==> src/rtl/ni_rd_histogram_reader_if.sv <==
// Beat stream from the histogram reader to the feature/classifier stage.
// Each beat carries one bin index with its NI and RD counts.
interface ni_rd_histogram_reader_if #(
  parameter int WIDTH = 8,
  parameter int CNT_W = 24
);
  logic             o_valid;
  logic             i_ready;
  logic [WIDTH-1:0] o_bin;
  logic [CNT_W-1:0] o_ni_cnt;
  logic [CNT_W-1:0] o_rd_cnt;
  logic             o_last;

  modport master (output o_valid, o_bin, o_ni_cnt, o_rd_cnt, o_last, input i_ready);
  modport slave  (input  o_valid, o_bin, o_ni_cnt, o_rd_cnt, o_last, output i_ready);
endinterface

==> src/rtl/ni_rd_histogram_reader.sv <==
// NI/RD histogram read-out: walks both count RAMs bin by bin and streams them downstream.
// Build option HIST_CLEAR_ON_READ_EN: zero each bin in both RAMs as it is captured.
//
// state   | meaning
// IDLE    | waiting for i_start
// FETCH   | o_ram_addr = current bin, RAM samples it
// WAIT    | RAM_LAT cycles for read data to settle
// CAPTURE | register read data and bin index (clear the bin when enabled)
// SEND    | o_valid high, hold payload until i_ready
// DONE    | one-cycle o_done pulse
module ni_rd_histogram_reader #(
  parameter int WIDTH   = 8,
  parameter int DEPTH   = 2**WIDTH,
  parameter int CNT_W   = 24,
  parameter int RAM_LAT = 1
) (
  input  logic                     i_clk,
  input  logic                     i_rst,
  input  logic                     i_start,
  output logic                     o_busy,
  output logic                     o_done,
  output logic [WIDTH-1:0]         o_ram_addr,
  output logic                     o_ram_wren,
  output logic [CNT_W-1:0]         o_ram_wdata,
  input  logic [CNT_W-1:0]         i_ni_rdata,
  input  logic [CNT_W-1:0]         i_rd_rdata,
  output logic [CNT_W+WIDTH-1:0]   o_ni_total,
  ni_rd_histogram_reader_if.master m_if
);

  localparam int LAT_W = (RAM_LAT > 1) ? $clog2(RAM_LAT) : 1;
  localparam logic [LAT_W-1:0] LAT_LOAD = LAT_W'(RAM_LAT - 1);
  localparam logic [WIDTH-1:0] LAST_IDX = WIDTH'(DEPTH - 1);

  typedef enum logic [2:0] {
    S_IDLE, S_FETCH, S_WAIT, S_CAPTURE, S_SEND, S_DONE
  } state_t;

  state_t                 r_state;
  state_t                 w_state_nxt;
  logic [WIDTH-1:0]       r_idx;
  logic [LAT_W-1:0]       r_wait_cnt;
  logic [WIDTH-1:0]       r_bin;
  logic [CNT_W-1:0]       r_ni_cnt;
  logic [CNT_W-1:0]       r_rd_cnt;
  logic                   r_last;
  logic [CNT_W+WIDTH-1:0] r_ni_total;
  logic                   w_hs;

  assign w_hs = m_if.o_valid && m_if.i_ready;

  always_ff @(posedge i_clk) begin
    if (i_rst) r_state <= S_IDLE;
    else       r_state <= w_state_nxt;
  end

  always_comb begin
    w_state_nxt = r_state;
    case (r_state)
      S_IDLE:    if (i_start) w_state_nxt = S_FETCH;
      S_FETCH:   w_state_nxt = S_WAIT;
      S_WAIT:    if (r_wait_cnt == '0) w_state_nxt = S_CAPTURE;
      S_CAPTURE: w_state_nxt = S_SEND;
      S_SEND:    if (w_hs) w_state_nxt = (r_idx == LAST_IDX) ? S_DONE : S_FETCH;
      S_DONE:    w_state_nxt = S_IDLE;
      default:   w_state_nxt = S_IDLE;
    endcase
  end

  // Address stays on r_idx from FETCH through CAPTURE; it only moves on a handshake.
  always_ff @(posedge i_clk) begin
    if (i_rst) begin
      r_idx      <= '0;
      r_wait_cnt <= '0;
      r_bin      <= '0;
      r_ni_cnt   <= '0;
      r_rd_cnt   <= '0;
      r_last     <= 1'b0;
      r_ni_total <= '0;
    end else begin
      case (r_state)
        S_IDLE: begin
          if (i_start) begin
            r_idx      <= '0;
            r_ni_total <= '0;
          end
        end
        S_FETCH: r_wait_cnt <= LAT_LOAD;
        S_WAIT: begin
          if (r_wait_cnt != '0) r_wait_cnt <= r_wait_cnt - LAT_W'(1);
        end
        S_CAPTURE: begin
          r_bin    <= r_idx;
          r_ni_cnt <= i_ni_rdata;
          r_rd_cnt <= i_rd_rdata;
          r_last   <= (r_idx == LAST_IDX);
        end
        S_SEND: begin
          if (w_hs) begin
            r_ni_total <= r_ni_total + {{WIDTH{1'b0}}, r_ni_cnt};
            if (r_idx != LAST_IDX) r_idx <= r_idx + WIDTH'(1);
          end
        end
        default: ;
      endcase
    end
  end

  assign o_busy        = (r_state != S_IDLE);
  assign o_done        = (r_state == S_DONE);
  assign o_ram_addr    = r_idx;
  assign o_ram_wdata   = '0;
  assign o_ni_total    = r_ni_total;
  assign m_if.o_valid  = (r_state == S_SEND);
  assign m_if.o_bin    = r_bin;
  assign m_if.o_ni_cnt = r_ni_cnt;
  assign m_if.o_rd_cnt = r_rd_cnt;
  assign m_if.o_last   = r_last;

`ifdef HIST_CLEAR_ON_READ_EN
  assign o_ram_wren = (r_state == S_CAPTURE);
`else
  assign o_ram_wren = 1'b0;
`endif

endmodule
==> src/flat_wrapper.sv <==
// flat-port wrapper written by rule: the top's interface ports become plain ports
module ni_rd_histogram_reader_flat 
#(
  parameter int WIDTH   = 8,
  parameter int DEPTH   = 2**WIDTH,
  parameter int CNT_W   = 24,
  parameter int RAM_LAT = 1
)
  (i_clk, i_rst, i_start, o_busy, o_done, o_ram_addr, o_ram_wren, o_ram_wdata, i_ni_rdata, i_rd_rdata, o_ni_total, m_if_o_valid, m_if_o_bin, m_if_o_ni_cnt, m_if_o_rd_cnt, m_if_o_last, m_if_i_ready);
  ni_rd_histogram_reader_if #(.WIDTH(WIDTH), .CNT_W(CNT_W)) m_if_i ();
  input  logic i_clk;
  input  logic i_rst;
  input  logic i_start;
  output logic o_busy;
  output logic o_done;
  output logic [WIDTH-1:0] o_ram_addr;
  output logic o_ram_wren;
  output logic [CNT_W-1:0] o_ram_wdata;
  input  logic [CNT_W-1:0] i_ni_rdata;
  input  logic [CNT_W-1:0] i_rd_rdata;
  output logic [CNT_W+WIDTH-1:0] o_ni_total;
  output wire logic [$bits(m_if_i.o_valid)-1:0] m_if_o_valid;
  output wire logic [$bits(m_if_i.o_bin)-1:0] m_if_o_bin;
  output wire logic [$bits(m_if_i.o_ni_cnt)-1:0] m_if_o_ni_cnt;
  output wire logic [$bits(m_if_i.o_rd_cnt)-1:0] m_if_o_rd_cnt;
  output wire logic [$bits(m_if_i.o_last)-1:0] m_if_o_last;
  input wire logic [$bits(m_if_i.i_ready)-1:0] m_if_i_ready;
  assign m_if_o_valid = m_if_i.o_valid;
  assign m_if_o_bin = m_if_i.o_bin;
  assign m_if_o_ni_cnt = m_if_i.o_ni_cnt;
  assign m_if_o_rd_cnt = m_if_i.o_rd_cnt;
  assign m_if_o_last = m_if_i.o_last;
  assign m_if_i.i_ready = m_if_i_ready;
  ni_rd_histogram_reader #(.WIDTH(WIDTH), .DEPTH(DEPTH), .CNT_W(CNT_W), .RAM_LAT(RAM_LAT)) u_core (.i_clk(i_clk), .i_rst(i_rst), .i_start(i_start), .o_busy(o_busy), .o_done(o_done), .o_ram_addr(o_ram_addr), .o_ram_wren(o_ram_wren), .o_ram_wdata(o_ram_wdata), .i_ni_rdata(i_ni_rdata), .i_rd_rdata(i_rd_rdata), .o_ni_total(o_ni_total), .m_if(m_if_i));
endmodule
==> config.mk <==
export PLATFORM = sky130hd
export DESIGN_NAME = ni_rd_histogram_reader_flat
export DESIGN_NICKNAME = d
export VERILOG_FILES = /design/src/rtl/ni_rd_histogram_reader_if.sv /design/src/rtl/ni_rd_histogram_reader.sv /design/src/flat_wrapper.sv
export SDC_FILE = /design/constraint.sdc
export NUM_CORES = 1
export LEC_CHECK = 0
export CAP_MARGIN = 5
export CELL_PAD_IN_SITES_DETAIL_PLACEMENT = 1
export CELL_PAD_IN_SITES_GLOBAL_PLACEMENT = 2
export CORE_MARGIN = 3
export CORE_UTILIZATION = 22
export DETAILED_ROUTE_END_ITERATION = 6
export PLACE_DENSITY = 0.82
export REMOVE_ABC_BUFFERS = 1
export SETUP_SLACK_MARGIN = 0.2
export SYNTH_ARGS = -nofsm -noshare
export SYNTH_HDL_FRONTEND = slang
export SYNTH_SLANG_ARGS = --single-unit
export TNS_END_PERCENT = 1
==> constraint.sdc <==
create_clock -name i_clk -period 2.3 [get_ports i_clk]
set_input_delay 0.345 -clock i_clk [delete_from_list [all_inputs] [get_ports i_clk]]
set_output_delay 0.345 -clock i_clk [all_outputs]
set_load 0.005 [all_outputs]
; After elaboration in Yosys (flattened, before gate mapping)
; Index checks and enable logic that the tools add are counted.
[word_totals]
input_bits = 52
regBits = 101
[op_classes]
mux = 14
n_reduce_logical = 8
add_sub_neg = 3
eq_ne = 11
[op_table]
columns = cell, count
row1 = 32-bit two-way mux, 2
row2 = 32-bit one-hot mux with 2 select lines, 1
row3 = 32-bit by 24-bit adder with 32-bit output, 1
row4 = 8-bit two-way mux, 3
row5 = 8-bit one-hot mux with 2 select lines, 1
row6 = 3-bit one-hot mux with 5 select lines, 1
row7 = 3-bit two-way mux, 4
row8 = "8-bit by 1-bit adder with 8-bit output, second input constant", 1
row9 = "8-bit == test, second input constant", 1
row10 = "2-bit != test, second input constant", 4
row11 = "8-bit != test, second input constant", 1
row12 = "3-bit by 2-bit == test with 1-bit output, second input constant", 2
row13 = "3-bit == test, second input constant", 2
row14 = 3-bit AND reduction, 2
row15 = 4-bit AND reduction, 1
row16 = 2-bit nonzero test, 2
row17 = "3-bit by 1-bit == test with 1-bit output, second input constant", 1
row18 = 3-bit zero test, 1
row19 = 3-bit nonzero test, 1
row20 = 1-bit one-hot mux with 2 select lines, 1
row21 = 1-bit logical AND, 1
row22 = 1-bit two-way mux, 1
row23 = "1-bit subtractor, second input constant", 1

; Depth between registers and ports, before layout
; Gate-level depths: netlist of the first run.
[depth]
word_depth = 4
mapped_depth = 10

; Worst setup path after synthesis of the first run
; Ideal clock, no wire load.
[synth_timing]
kind = reg2reg
from = reg u_core.r_ni_cnt[0], in the netlist u_core.m_if.o_ni_cnt[0]
to = reg u_core.r_ni_total[26], in the netlist u_core.o_ni_total[26]
path_stages_with_launch = 11
path_slack_ns = -0.007
arrival_time_ns = 2.237
setup_ns = 0.070
path_cell_list = dfxtp_1 > ha_1 > inv_1 > fa_1 > nand2b_1 > a21oi_1 > o21ai_1 > o21ai_2 > a31oi_2 > or3_1 > a21oi_1
[synth_via]
elab_chain_len = 3
[synth_rtl]
columns = item, line_no
row1 = "start, declared", ni_rd_histogram_reader.sv:44  ; logic [CNT_W-1:0] r_ni_cnt;
row2 = "start signal, assigned", ni_rd_histogram_reader.sv:94  ; r_ni_cnt <= i_ni_rdata;
row3 = 32-bit by 24-bit adder with 32-bit output, ni_rd_histogram_reader.sv:100  ; r_ni_total <= r_ni_total + {{WIDTH{1'b0}}, r_ni_cnt};
row4 = 32-bit two-way mux, ni_rd_histogram_reader.sv:99  ; if (w_hs) begin
row5 = 32-bit one-hot mux with 2 select lines, ni_rd_histogram_reader.sv:81  ; case (r_state)
row6 = "end signal, assigned", ni_rd_histogram_reader.sv:100
row7 = "end, declared", ni_rd_histogram_reader.sv:47  ; logic [CNT_W+WIDTH-1:0] r_ni_total;
; Every way passes these cells. The select of a mux whose other input is x is not followed.
; A chain may end at the register's enable or synchronous reset.

; Worst setup path in the final report of the first run
[layout_timing]
from = reg u_core.r_ni_cnt[0], in the netlist u_core.m_if.o_ni_cnt[0]
to = reg u_core.r_ni_total[8], in the netlist u_core.o_ni_total[8]
; The elaborated chain is that of the path after synthesis.

==> results of run 1 <==
[metal layers]
layer,share of wire,vias to the layer above
met5,0,-
met4,0.010,0
met3,0.073,10
met2,0.48,124
met1,0.43,2441
li1,-,2606
[worst register-to-register path: cells and delay by family (launching register included)]
family,cells,cell delay [ps]
AO/OA/AOI/OAI,3,470
XOR/XNOR,1,140
adder cells (fa/ha/maj),2,490
buffers and inverters,3,300
flip-flops,1,360
AND/OR/NAND/NOR,3,310
[power by group]
part / total (mW) / internal [mW] / switching [mW] / leakage [nW]
Combinational: 0.393 / 0.198 / 0.194 / 1.83
Sequential: 1.79 / 1.76 / 0.0291 / 0.810
Clock: 1.76 / 1.03 / 0.731 / 0.169
Total: 3.94 / 2.99 / 0.954 / 2.81
[final cells by class]
class	instances	area [sq um]
Tap cell	313	392
Clock inverter	5	88.8
Clock buffer	11	253
Sequential cell	100	2010
Multi-Input combinational cell	531	3150
Inverter	11	41.3
Timing Repair Buffer	202	1890
Fill cell	2735	15000
[layout by cell type (no fill, tap or decap), types with 4 or more instances in the layout]
| master | n |
|---|---|
| xnor2_1 | 14 |
| a21oi_1 | 91 |
| dfxtp_1 | 94 |
| nand4_1 | 8 |
| buf_4 | 51 |
| dfxtp_2 | 6 |
| a211oi_2 | 4 |
| nor3_1 | 8 |
| o21ai_0 | 22 |
| xor2_1 | 16 |
| and3_1 | 7 |
| inv_1 | 9 |
| or3_1 | 5 |
| a21oi_2 | 11 |
| clkdlybuf4s50_1 | 150 |
| ha_4 | 10 |
| nand2_1 | 170 |
| nor2_1 | 43 |
| nand3_1 | 10 |
| ha_1 | 14 |
| o21ai_1 | 11 |
| conb_1 | 25 |
| clkbuf_16 | 9 |
[state kept, by name, indices dropped and copies added, names as in the netlist]
register	flops
u_core.m_if.o_ni_cnt	24
u_core.m_if.o_last	1
u_core.m_if.o_bin	8
u_core.o_ni_total	32
u_core.o_ram_addr	8
u_core.r_state	3
u_core.m_if.o_rd_cnt	24
[how the worst max path moves through the flow]
stage / start / endpoint / slack, ps / depth (start not counted)
finish: u_core.m_if.o_ni_cnt[0] / u_core.o_ni_total[8] / 160 / 12
global route: u_core.m_if.o_ni_cnt[0] / u_core.o_ni_total[8] / 30 / 12
CTS: u_core.m_if.o_ni_cnt[5] / u_core.o_ni_total[12] / 140 / 8
detailed placement: u_core.o_ni_total[0] / u_core.o_ni_total[28] / -130 / 10
global placement: u_core.m_if.o_ni_cnt[0] / u_core.o_ni_total[28] / -40 / 10
floorplan: u_core.r_state[1] / u_core.m_if.o_bin[0] / -260 / 4
[per-stage QoR]
| stage | util | hold WS (ps) |
|---|---|---|
| 6_report | 0.343 | 442 |
| 5_1_grt | 0.343 | 464 |
| 4_1_cts | 0.338 | 438 |
| 3_5_place_dp | 0.314 | 448 |
| 3_3_place_gp | 0.314 | 441 |
| 2_1_floorplan | - | 414 |
[cells by family (layout without fill, tap and decap cells)]
family | after synthesis | in the layout | synth area share
AOI/OAI and AO/OA | 175 | 175 | 0.193
adders and majority gates | 26 | 26 | 0.0648
other | 1 | 25 | 0.000731
xor gates and xnor gates | 30 | 30 | 0.0512
DFF | 100 | 100 | 0.390
buffers and inverters | 69 | 229 | 0.0707
muxes | 2 | 2 | 0.00414
and+or+nand+nor | 273 | 273 | 0.226
[what timing repair did]
| action | in CTS | in global routing |
|---|---|---|
| pin swaps | 13 | 7 |
| gates resized for setup | 36 | 26 |
| buffers inserted | 5 | 1 |
| setup endpoints to repair | 18 | 24 |
==> run_results.csv, run 1 <==
group,metric,value,unit
synthesis,synth_most_common_cell,"nand2_1",
floorplanning,die_x,159,microns
global_routing,grt-busiest-layer,"met2",
routing,avgRoutedWirePerCell,15.2,microns
clock_tree,clkLatencyLatePin,360,ps
global_routing,use_met2,0.247,
global_routing,grt_pass1_vias,5420,
clock_tree,clkSinkCount,100,
floorplanning,dieArea,0.0252,sq mm
setup_path,crit_path_frequent_cell,"buf_4",
finish,layout-area-overhead-vs-synth,52.4,%
setup_path,path_max_fanout,2,
setup_path,slowest_delay,360,ps
setup_path,crit_required,2580,ps
clock_tree,cts_tree,"yes",
setup_path,endpoint_kind,"register",
synthesis,async_flop_share,0,
worst_hold_path,holdCritPathClass,"input pin to register",
synthesis,syn_area_per_cell,7.59,sq um
synthesis,synth_edf_count,0,
sta,fin_worst_skew,13.7,ps
routing,drtIter0Drc,139,
finish,nNetsFinal,933,
setup_path,cp-start-kind,"register",
synthesis,synth_common_cells,"nand2_1 (171), a21oi_1 (103), dfxtp_1 (100)",
global_routing,grtUsageMet1,0.163,
floorplanning,die_h,159,microns
floorplanning,rows,55,
job,cap_violations,0,
routing,drtAntennaViolNets,0,
finish,diodes,0,
sta,rsz0062_at_grt,"yes",
power_and_ir_drop,cellLeakagePower,2.81,nW
sta,slew_violations,0,
synthesis,synth_flop_cell,"dfxtp_1",
routing,drc_errors,0,
placed_design,routabilityCongestion,0.810,
synthesis,synth_top_area_cell,"dfxtp_1",
worst_hold_path,min_to,"u_core.m_if.o_bin[4]",
setup_path,crit_family,"adder cells",
floorplanning,initial_core_util,0.225,
global_routing,grt_pass1_wl,28700,microns
power_and_ir_drop,power_density,504,mW/mm^2
sta,min_period,2140,ps
power_and_ir_drop,vdd_drop_max,0.000281,V
setup_path,critPathKind,"register to register",
sta,hold_viol,0,
global_routing,grt_start_max_net_pins,52,
setup_path,r2r-end,"u_core.o_ni_total[8]",
synthesis,ys_ff_latch,100,
power_and_ir_drop,power.total,3.94,mW
sta,worstMarginPinSlew,681,ps
global_routing,grt.overflow.total,0,
placed_design,numPortBuffers,151,
synthesis,ys_seq_area_frac,0.390,
sta,fin_tns_setup,0,ps
placed_design,placed_cells,1151,
sta,setup_viol,0,
routing,vias,5181,
sta,fin_crit_sh,0.930,
sta,slew_headroom,0.546,
placed_design,hpwl,13600,microns
setup_path,path_buf_inv,3,
clock_tree,root_buffer,"clkbuf_16",
clock_tree,ctsLongestPathBuffers,2,
routing,drtPass1Iterations,4,
synthesis,netlist.area_leader.share,0.390,
sta,setup_ws,160,ps
placed_design,place_area,0.00714,sq mm
setup_path,cp_cell_sequence,"ha_4 -> inv_2 -> fa_2 -> nand2b_4 -> a21oi_4 -> buf_4 -> nor2_1 -> o21ai_2 -> buf_4 -> xor2_1 -> nand2_1 -> a21oi_1",
clock_tree,cts_made_buffers,9,
setup_path,cp.arrival,2420,ps
synthesis,synth_top_cells_by_area,"dfxtp_1 (39%), nand2_1 (13%), a21oi_1 (10%), ha_1 (6.1%), buf_4 (3.7%)",
global_routing,met3_usage,0.0522,
finish,instances_no_fill,1173,
global_routing,antenna_found_initial,0,
setup_path,crit-reg2reg-launch,"u_core.m_if.o_ni_cnt[0]",
worst_hold_path,hold_depth,2,
sta,fmax,467,MHz
finish,final_cell_area,0.00782,sq mm
setup_path,r2r_slack,160,ps
clock_tree,clkTransAtPathRegs,70,ps
routing,vias_per_cell,4.42,
worst_hold_path,min_from,"i_rst",
synthesis,synth_cells,676,
synthesis,ys.warnings.count,0,
global_routing,grt.total_usage,0.140,
floorplanning,core_region_area,0.0228,sq mm
placed_design,pre_cts_ws,-128,ps
synthesis,synth_area,0.00513,sq mm
setup_path,slowest_stage,"dfxtp_2",
setup_path,reg2reg_depth,12,
synthesis,synth.distinct_cells,56,
finish,drive_gt1_frac,0.144,
clock_tree,cts_hold_buf,0,
run_status,status,"finished, final reports clean",
clock_tree,cts_max_level,3,
floorplanning,io_pins,177,
routing,wl,17800,microns
No activity file was read; power rests on OpenSTA's default activity.
==> run 2, diff against run 1 <==
--- a/config.mk
+++ b/config.mk
@@ -10,7 +10,9 @@
 export CELL_PAD_IN_SITES_GLOBAL_PLACEMENT = 2
 export CORE_MARGIN = 3
 export CORE_UTILIZATION = 22
+export CTS_CLUSTER_SIZE = 20
 export DETAILED_ROUTE_END_ITERATION = 6
+export MAX_ROUTING_LAYER = met4
 export PLACE_DENSITY = 0.82
 export REMOVE_ABC_BUFFERS = 1
 export SETUP_SLACK_MARGIN = 0.2
==> run_results.csv, run 2 (same netlist as run 1, synthesis figures left out) <==
group,metric,value,unit
run_status,status,"finished, final reports clean",
clock_tree,cts_made_buffers,9,
routing,vias,5174,
sta,rsz0062_at_grt,"yes",
job,cap_violations,0,
setup_path,crit-reg2reg-launch,"u_core.m_if.o_ni_cnt[0]",
clock_tree,cts_max_level,3,
setup_path,slowest_delay,360,ps
floorplanning,die_h,159,microns
power_and_ir_drop,intPower,2.99,mW
power_and_ir_drop,power.total,3.95,mW
finish,drive_gt1_frac,0.144,
clock_tree,cts_tree,"yes",
power_and_ir_drop,vdd_drop_max,0.000281,V
setup_path,cp.arrival,2430,ps
routing,top_layer,"met4",
placed_design,numPortBuffers,151,
setup_path,r2r-end,"u_core.o_ni_total[8]",
setup_path,cp-start-kind,"register",
global_routing,grt_start_max_net_pins,52,
sta,fmax,464,MHz
clock_tree,root_buffer,"clkbuf_16",
sta,fin_crit_sh,0.937,
placed_design,hpwl,13600,microns
clock_tree,clkSinkCount,100,
routing,avgRoutedWirePerCell,15.2,microns
setup_path,crit_start,"u_core.m_if.o_ni_cnt[0]",
power_and_ir_drop,p_sw_frac,0.244,
power_and_ir_drop,netSwitchingPower,0.963,mW
global_routing,grt_pass1_wl,28700,microns
global_routing,grt_pass1_vias,5432,
routing,wl_met3,1090,microns
floorplanning,io_pins,177,
sta,worstMarginPinSlew,681,ps
floorplanning,rows,55,
floorplanning,die_x,159,microns
global_routing,antenna_found_initial,0,
sta,fin_worst_skew,13.6,ps
routing,wl,17800,microns
finish,layout_common_cells,"nand2_1 (170), clkdlybuf4s50_1 (150), dfxtp_1 (94), a21oi_1 (91), buf_4 (51)",
placed_design,routabilityCongestion,0.822,
finish,nNetsFinal,933,
power_and_ir_drop,comb_power_share,0.099,
setup_path,crit_path_frequent_cell,"buf_4",
floorplanning,core_region_area,0.0228,sq mm
setup_path,crit_required,2580,ps
routing,drtAntennaViolNets,0,
sta,fin_tns_setup,0,ps
routing,drtIter0Drc,143,
sta,slew_headroom,0.546,
global_routing,grt.total_usage,0.144,
clock_tree,clkTransAtPathRegs,70,ps
finish,largest_register_ffs,32,
sta,setup_viol,0,
setup_path,endpoint_kind,"register",
power_and_ir_drop,cellLeakagePower,2.81,nW
sta,setup_ws,146,ps
finish,layout-area-overhead-vs-synth,52.4,%
finish,final_common_cell,"nand2_1",
power_and_ir_drop,p_seq_frac,0.453,
power_and_ir_drop,power_density,505,mW/mm^2
floorplanning,dieArea,0.0252,sq mm
setup_path,path_max_fanout,2,
worst_hold_path,holdCritPathClass,"input pin to register",
finish,final_core_util,0.343,
routing,vias_per_cell,4.41,
power_and_ir_drop,p_clk_frac,0.448,
routing,dr_wl_met2,8730,microns
global_routing,grt.overflow.total,0,
setup_path,r2r_slack,150,ps
placed_design,placed_cells,1151,
floorplanning,initial_core_util,0.225,
finish,instances_no_fill,1173,
sta,slew_violations,0,
setup_path,reg2reg_depth,12,
placed_design,pre_cts_ws,-128,ps
clock_tree,cts_hold_buf,0,
setup_path,slowest_stage,"dfxtp_2",
sta,min_period,2150,ps
sta,hold_viol,0,
routing,drtPass1Iterations,4,
clock_tree,ctsLongestPathBuffers,2,
setup_path,critPathKind,"register to register",
setup_path,cp_cell_sequence,"ha_4 -> inv_2 -> fa_2 -> nand2b_4 -> a21oi_4 -> buf_4 -> nor2_1 -> o21ai_2 -> buf_4 -> xor2_1 -> nand2_1 -> a21oi_1",
routing,drc_errors,0,
routing,met1Wirelength,7910,microns
clock_tree,clkLatencyLatePin,360,ps
finish,diodes,0,
setup_path,setup.worst_path.end,"u_core.o_ni_total[8]",
run 2: cell counts in the layout (fill, tap and decap cells not counted):
Identical to the previous run, type by type.
run 2: worst min path at each step:
stage / from / endpoint / cells after the start
floorplan: i_rst / u_core.m_if.o_bin[0] / 1
global placement: u_core.m_if.o_rd_cnt[18] / u_core.m_if.o_rd_cnt[18] / 2
detailed placement: u_core.m_if.o_bin[5] / u_core.m_if.o_bin[5] / 2
CTS: i_rst / u_core.m_if.o_bin[5] / 2
global route: i_rst / u_core.m_if.o_bin[4] / 2
finish: i_rst / u_core.m_if.o_bin[4] / 2
run 2: layer usage:
metal,vias to the layer above,GRT usage
li1,2602,-
met1,2442,0.167
met2,122,0.247
met3,8,0.0454
met4,0,0.0275
met5,-,-
run 2: layout make-up:
| type | instances | area (sq um) |
|---|---|---|
| inverters | 11 | 41.3 |
| well taps | 313 | 392 |
| flip-flops and latches | 100 | 2010 |
| clock inverters | 5 | 88.8 |
| multi-input cells | 531 | 3150 |
| fillers | 2735 | 15000 |
| clock buffers | 11 | 253 |
| repair buffers | 202 | 1890 |
run 2: worst max-delay path, delay by kind of cell, from the launching register on:
family / cells / cell delay (ps)
XOR/XNOR: 1 / 150
AND/OR/NAND/NOR: 3 / 310
adder cells (fa/ha/maj): 2 / 490
buffers and inverters: 3 / 300
AO/OA/AOI/OAI: 3 / 470
flip-flops: 1 / 360
run 2: what timing repair did:
| item | 4_1_cts | 5_1_grt |
|---|---|---|
| pin swaps | 13 | 7 |
| gates resized for setup | 36 | 26 |
| endpoints found under the setup margin | 18 | 24 |
| setup buffers | 5 | 1 |
run 2: per-stage QoR:
step	hold slack, ps	instance area [sq um]
2_1_floorplan	414	4900
3_3_place_gp	441	7140
3_5_place_dp	448	7140
4_1_cts	438	7690
5_1_grt	465	7820
6_report	437	7820
run 2: power by group through the flow:
stage / Sequential [mW] / Clock (mW) / Combinational [mW]
floorplan: 1.82 / 0 / 0.134
global placement: 1.83 / 0 / 0.388
detailed placement: 1.83 / 0 / 0.390
CTS: 1.79 / 1.85 / 0.396
global route: 1.79 / 1.89 / 0.435
finish: 1.79 / 1.77 / 0.392
